--- src/rtl/seg7_pkg.sv ---
// Shared constants for the seven-segment scan driver: blank patterns and
// the active-low hex glyph table.
package seg7_pkg;

  localparam logic [7:0] SEG_BLANK = 8'hFF;
  localparam logic [7:0] AN_NONE   = 8'hFF;

  // Active-low {g,f,e,d,c,b,a} glyphs; entry 0 is the rightmost element.
  localparam logic [15:0][6:0] HEX_SEG = {
    7'h0E,  // F
    7'h06,  // E
    7'h21,  // d
    7'h46,  // C
    7'h03,  // b
    7'h08,  // A
    7'h10,  // 9
    7'h00,  // 8
    7'h78,  // 7
    7'h02,  // 6
    7'h12,  // 5
    7'h19,  // 4
    7'h30,  // 3
    7'h24,  // 2
    7'h79,  // 1
    7'h40   // 0
  };

endpackage

--- src/rtl/hex_to_seg7.sv ---
// Combinational nibble to active-low seven-segment glyph decoder.
module hex_to_seg7
  import seg7_pkg::*;
(
  input  logic [3:0] nibble,
  output logic [6:0] seg
);

  // Straight table lookup of the glyph for this nibble.
  always_comb begin
    seg = HEX_SEG[nibble];
  end

endmodule

--- src/rtl/seg7_scan_driver.sv ---
// Time-multiplexed 8-digit common-anode display driver with per-frame
// input snapshot and frame-aligned digit blinking.
module seg7_scan_driver
  import seg7_pkg::*;
#(
  parameter int SCAN_DIV     = 100000,
  parameter int BLINK_FRAMES = 32
) (
  input  logic        clk,
  input  logic        rst,
  input  logic [31:0] disp_num,
  input  logic [7:0]  le_in,
  input  logic [7:0]  point_in,
  output logic [7:0]  an,
  output logic [7:0]  seg,
  output logic        frame_start
);

  localparam int PRE_W  = $clog2(SCAN_DIV);
  localparam int BCNT_W = $clog2(BLINK_FRAMES) + 1;

  logic [PRE_W-1:0]  pre_q, pre_d;
  logic [2:0]        idx_q, idx_d;
  logic [31:0]       shadow_num_q, shadow_num_d;
  logic [7:0]        shadow_le_q, shadow_le_d;
  logic [7:0]        shadow_point_q, shadow_point_d;
  logic              shadow_ph_q, shadow_ph_d;
  logic [BCNT_W-1:0] bcnt_q, bcnt_d;
  logic              blink_ph_q, blink_ph_d;
  logic              frame_start_q, frame_start_d;
  logic [7:0]        an_q, an_d;
  logic [7:0]        seg_q, seg_d;

  logic              tick;
  logic              snap;
  logic [3:0]        cur_nibble;
  logic [6:0]        cur_glyph;

  assign tick = (pre_q == PRE_W'(SCAN_DIV - 1));
  assign snap = tick && (idx_q == 3'd7);

  assign cur_nibble = shadow_num_q[{idx_q, 2'b00} +: 4];

  hex_to_seg7 u_hex_to_seg7 (
    .nibble (cur_nibble),
    .seg    (cur_glyph)
  );

  // Prescaler and digit index: each digit holds for SCAN_DIV cycles.
  always_comb begin
    pre_d = tick ? '0 : pre_q + 1'b1;
    idx_d = tick ? idx_q + 3'd1 : idx_q;
  end

  // Snapshot of inputs at the frame boundary. The blink phase is latched
  // here too so a phase change from the counter below never lands mid-frame.
  always_comb begin
    shadow_num_d   = shadow_num_q;
    shadow_le_d    = shadow_le_q;
    shadow_point_d = shadow_point_q;
    shadow_ph_d    = shadow_ph_q;
    frame_start_d  = snap;
    if (snap) begin
      shadow_num_d   = disp_num;
      shadow_le_d    = le_in;
      shadow_point_d = point_in;
      shadow_ph_d    = blink_ph_q;
    end
  end

  // Blink counter: counts frame_start pulses, toggles phase on wrap.
  always_comb begin
    bcnt_d     = bcnt_q;
    blink_ph_d = blink_ph_q;
    if (frame_start_q) begin
      if (bcnt_q == BCNT_W'(BLINK_FRAMES - 1)) begin
        bcnt_d     = '0;
        blink_ph_d = ~blink_ph_q;
      end else begin
        bcnt_d = bcnt_q + 1'b1;
      end
    end
  end

  // Output encoding for the currently selected digit.
  always_comb begin
    an_d = ~(8'h01 << idx_q);
    if (shadow_le_q[idx_q] && shadow_ph_q) begin
      seg_d = SEG_BLANK;
    end else begin
      seg_d = {~shadow_point_q[idx_q], cur_glyph};
    end
  end

  // State registers with synchronous reset.
  always_ff @(posedge clk) begin
    if (rst) begin
      pre_q          <= PRE_W'(SCAN_DIV - 1);
      idx_q          <= 3'd7;
      shadow_num_q   <= '0;
      shadow_le_q    <= '0;
      shadow_point_q <= '0;
      shadow_ph_q    <= 1'b0;
      bcnt_q         <= '0;
      blink_ph_q     <= 1'b0;
      frame_start_q  <= 1'b0;
      an_q           <= AN_NONE;
      seg_q          <= SEG_BLANK;
    end else begin
      pre_q          <= pre_d;
      idx_q          <= idx_d;
      shadow_num_q   <= shadow_num_d;
      shadow_le_q    <= shadow_le_d;
      shadow_point_q <= shadow_point_d;
      shadow_ph_q    <= shadow_ph_d;
      bcnt_q         <= bcnt_d;
      blink_ph_q     <= blink_ph_d;
      frame_start_q  <= frame_start_d;
      an_q           <= an_d;
      seg_q          <= seg_d;
    end
  end

  assign an          = an_q;
  assign seg         = seg_q;
  assign frame_start = frame_start_q;

endmodule

--- config.mk ---
export PLATFORM = sky130hd
export DESIGN_NAME = seg7_scan_driver
export DESIGN_NICKNAME = d
export VERILOG_FILES = /design/src/rtl/seg7_pkg.sv /design/src/rtl/hex_to_seg7.sv /design/src/rtl/seg7_scan_driver.sv
export SDC_FILE = /design/constraint.sdc
export NUM_CORES = 1
export LEC_CHECK = 0
export ABC_AREA = 0
export CAP_MARGIN = 20
export CORE_ASPECT_RATIO = 1.5
export CORE_MARGIN = 10
export CORE_UTILIZATION = 53
export DETAILED_ROUTE_END_ITERATION = 10
export PLACE_DENSITY = 0.79
export SKIP_LAST_GASP = 1
export SLEW_MARGIN = 20
export SYNTH_ARGS = -nofsm -noshare
export SYNTH_HDL_FRONTEND = slang
export SYNTH_SLANG_ARGS = --single-unit
--- constraint.sdc ---
create_clock -name clk -period 3.65 [get_ports clk]
set_clock_uncertainty 0.2 [all_clocks]
set_input_delay 0.73 -clock clk [delete_from_list [all_inputs] [get_ports clk]]
set_output_delay 0.73 -clock clk [all_outputs]
set_load 0.03 [all_outputs]
==> results.sh <==
export IMPL_synth_seq_area_share=0.455
export IMPL_synth_seq_cells=93
export IMPL_cts_max_path_buffers=2
export IMPL_rows=39
export IMPL_min_period_ps=2880
export IMPL_cts_buffers=9
export IMPL_netlist_area_um2=4100
export IMPL_dp_hpwl_um=6620
export IMPL_avgSynthCellArea_um2=9.10
export IMPL_drc=0
export IMPL_via_per_inst=5.27
export IMPL_holdWs_ps=252
export IMPL_cp_buffers_inverters=1
export IMPL_drv_cap=0
export IMPL_p_total_uw=3740
export IMPL_grt_total_usage=0.159
export IMPL_leakagePower_uw=0.00189
export IMPL_io_buffers=66
export IMPL_dieHeight_um=128
export IMPL_grt_pass1_vias=3268
export IMPL_dieArea_um2=11700
export IMPL_num_antenna_cells=0
export IMPL_gr_total_overflow=0
export IMPL_post_cts_buffers=0
export IMPL_fin_nets=571
export IMPL_ctsHoldBuffers=0
export IMPL_peakVddDrop_mv=0.410
export IMPL_tns_ps=0
export IMPL_hold_path_class="reg2reg"
export IMPL_grt_max_degree=50
export IMPL_clkTransAtPathRegs_ps=60
export IMPL_worst_pin_slew_ps=916
export IMPL_cts_resized=0
export IMPL_syn_num_nets=514
export IMPL_drive_above_1_share=0.123
export IMPL_area_delta_synth_final_pct=24.1
export IMPL_routed_wl_um=9320
export IMPL_cp_top_family="multiplexers"
export IMPL_crit_chain="mux4_2 > mux2i_1 > inv_1 > ha_1 > nand3b_1 > o211ai_1 > o211ai_1"
export IMPL_antenna_found_initial=0
export IMPL_syn_inst=450
export IMPL_synth_area_top_cells="dfxtp_1 (45%), nand2_1 (10%), mux4_2 (5.5%)"
export IMPL_regToRegStartpoint="idx_q[1]"
export IMPL_slew_headroom=0.389
export IMPL_yosys_warnings=0
export IMPL_io_pins=67
export IMPL_final_core_util=0.672
export IMPL_cts_max_level=3
export IMPL_crit_arrival_ps=2880
export IMPL_cpPeakStageDelay_ps=790
export IMPL_hold_viol=0
export IMPL_setup_viol_count_final=0
export IMPL_drt_initial_drc_count=198
export IMPL_cts_tree="built"
export IMPL_dr_pass1_iters=5
export IMPL_synthArstFlopShare=0
export IMPL_gp_congestion=0.846
export IMPL_cts_sinks=93
export IMPL_synth_largest_area_cell="dfxtp_1"
export IMPL_start_kind="flip-flop"
export IMPL_die_x_um=91.8
export IMPL_insertion_delay_ps=340
export IMPL_synth_top_area_share=0.455
export IMPL_rsz0062_at_grt="false"
export IMPL_ctsRootBufferMaster="clkbuf_16"
export IMPL_cp_common_cell="o211ai_1"
export IMPL_synth_most_common_cell="nand2_1"
export IMPL_cpMaxStageDelayCell="dfxtp_1"
export IMPL_netlist_top_cells_count="nand2_1 (110), dfxtp_1 (93), a21oi_1 (43), nor2_1 (25), ha_1 (14)"
export IMPL_synth_distinct_cells=47
export IMPL_power_density_nw_per_um2=736
export IMPL_grt_pass1_wl_um=15300
export IMPL_required_ps=3650
export IMPL_max_freq_ghz=0.347
export IMPL_holdCritStartpoint="shadow_num_q[31]"
export IMPL_maxSlewViolCount=0
export IMPL_core_area_um2=7560
export IMPL_num_fill_cells=605
export IMPL_vias=3235
export IMPL_layout_worst_path_cycle_share=0.789
export IMPL_wl_per_cell_um=15.2
export IMPL_initial_core_util=0.541
export IMPL_crit_fanout=17
export IMPL_criticalPathCategory="reg2reg"
export IMPL_cp_startpoint="idx_q[1]"
export IMPL_synth_edf_count=0
export IMPL_endpoint_kind="flip-flop"
export IMPL_ant_nets=0
export IMPL_synth_main_ff_cell="dfxtp_1"
export IMPL_status="complete, no violations"
final timing paths:
| check | to | slack, ps | cells past startpoint |
|---|---|---|---|
| max reg2reg | seg[3] | 770 | 7 |
| min reg2reg | shadow_num_q[31] | 250 | 2 |
| max | seg[3] | 770 | 7 |
| min | shadow_num_q[31] | 250 | 2 |
cell usage in the layout, fill, tap and decap left out, types with 3 or more instances in the layout:
cell / synthesis / layout
o21ai_0: 3 / 3
nand2_2: 10 / 10
mux2_2: 3 / 3
nor2_1: 25 / 25
dfxtp_1: 93 / 93
nand2b_1: 6 / 6
a21oi_2: 11 / 11
o21bai_1: 7 / 7
mux4_2: 10 / 10
buf_4: 7 / 5
nand3_1: 12 / 11
mux2i_1: 8 / 8
a21oi_1: 43 / 43
o211ai_1: 3 / 3
nand2_1: 110 / 110
nand4_1: 4 / 4
and2_1: 3 / 3
clkbuf_16: 0 / 9
xnor2_1: 10 / 10
nor4_1: 3 / 3
clkdlybuf4s50_1: 0 / 65
xor2_1: 12 / 12
inv_1: 7 / 7
ha_1: 14 / 14
where the power goes:
group          switching (µW)  internal [µW]  total, µW  leakage [µW]
logic                     789            578       1370      0.000987
clock network             381            567        948      0.000148
registers                 172           1250       1430      0.000758
cell type report:
class / instances / area [µm²] / share of cell area
clock inverters: 5 / 58.8 / 0.0116
well taps: 102 / 128 / 0.0251
inverters: 8 / 30.0 / 0.00591
clock buffers: 11 / 253 / 0.0497
repair buffers: 71 / 693 / 0.136
flip-flops and latches: 93 / 1860 / 0.366
multi-input cells: 324 / 2060 / 0.405
flip-flops by register name, indices dropped and copies added (netlist names):
name,count
shadow_num_q,32
pre_q,17
an,8
seg,8
shadow_le_q,8
shadow_point_q,8
bcnt_q,6
idx_q,3
blink_ph_q,1
frame_start,1
shadow_ph_q,1
per-layer routing:
metal  vias up  routed length, µm  track usage  part of all wire
li1       1629                  -            -                 -
met4         0                158       0.0765             0.017
met5         -                  0            0                 0
met2        76               4900        0.280              0.53
met1      1518               3880        0.175              0.42
met3        12                376       0.0381             0.040
tightest hold or removal path: stages, from the launching register on:
cell	delay [ps]
dfxtp_1	310
nand2_1	50
a21oi_1	50
cell families (layout without fill, tap and decap cells):
family                   after synthesis  after routing  share of synthesized area
flip-flops                            93             93                      0.455
XOR/XNOR                              22             22                     0.0471
AND/OR/NAND/NOR                      189            189                      0.210
AO/OA/AOI/OAI                         78             78                      0.119
adder cells (fa/ha/maj)               14             14                     0.0428
buffers and inverters                 33             95                     0.0443
multiplexers                          21             21                     0.0828
per-stage QoR:
step,std cells,setup slack (ps),instance area (µm²)
6_report,614,770,5080
3_3_place_gp,598,999,4770
3_5_place_dp,598,859,4770
2_1_floorplan,450,1040,4100
5_1_grt,614,504,5080
4_1_cts,614,816,5080
Power figures use the tool's default switching activity.
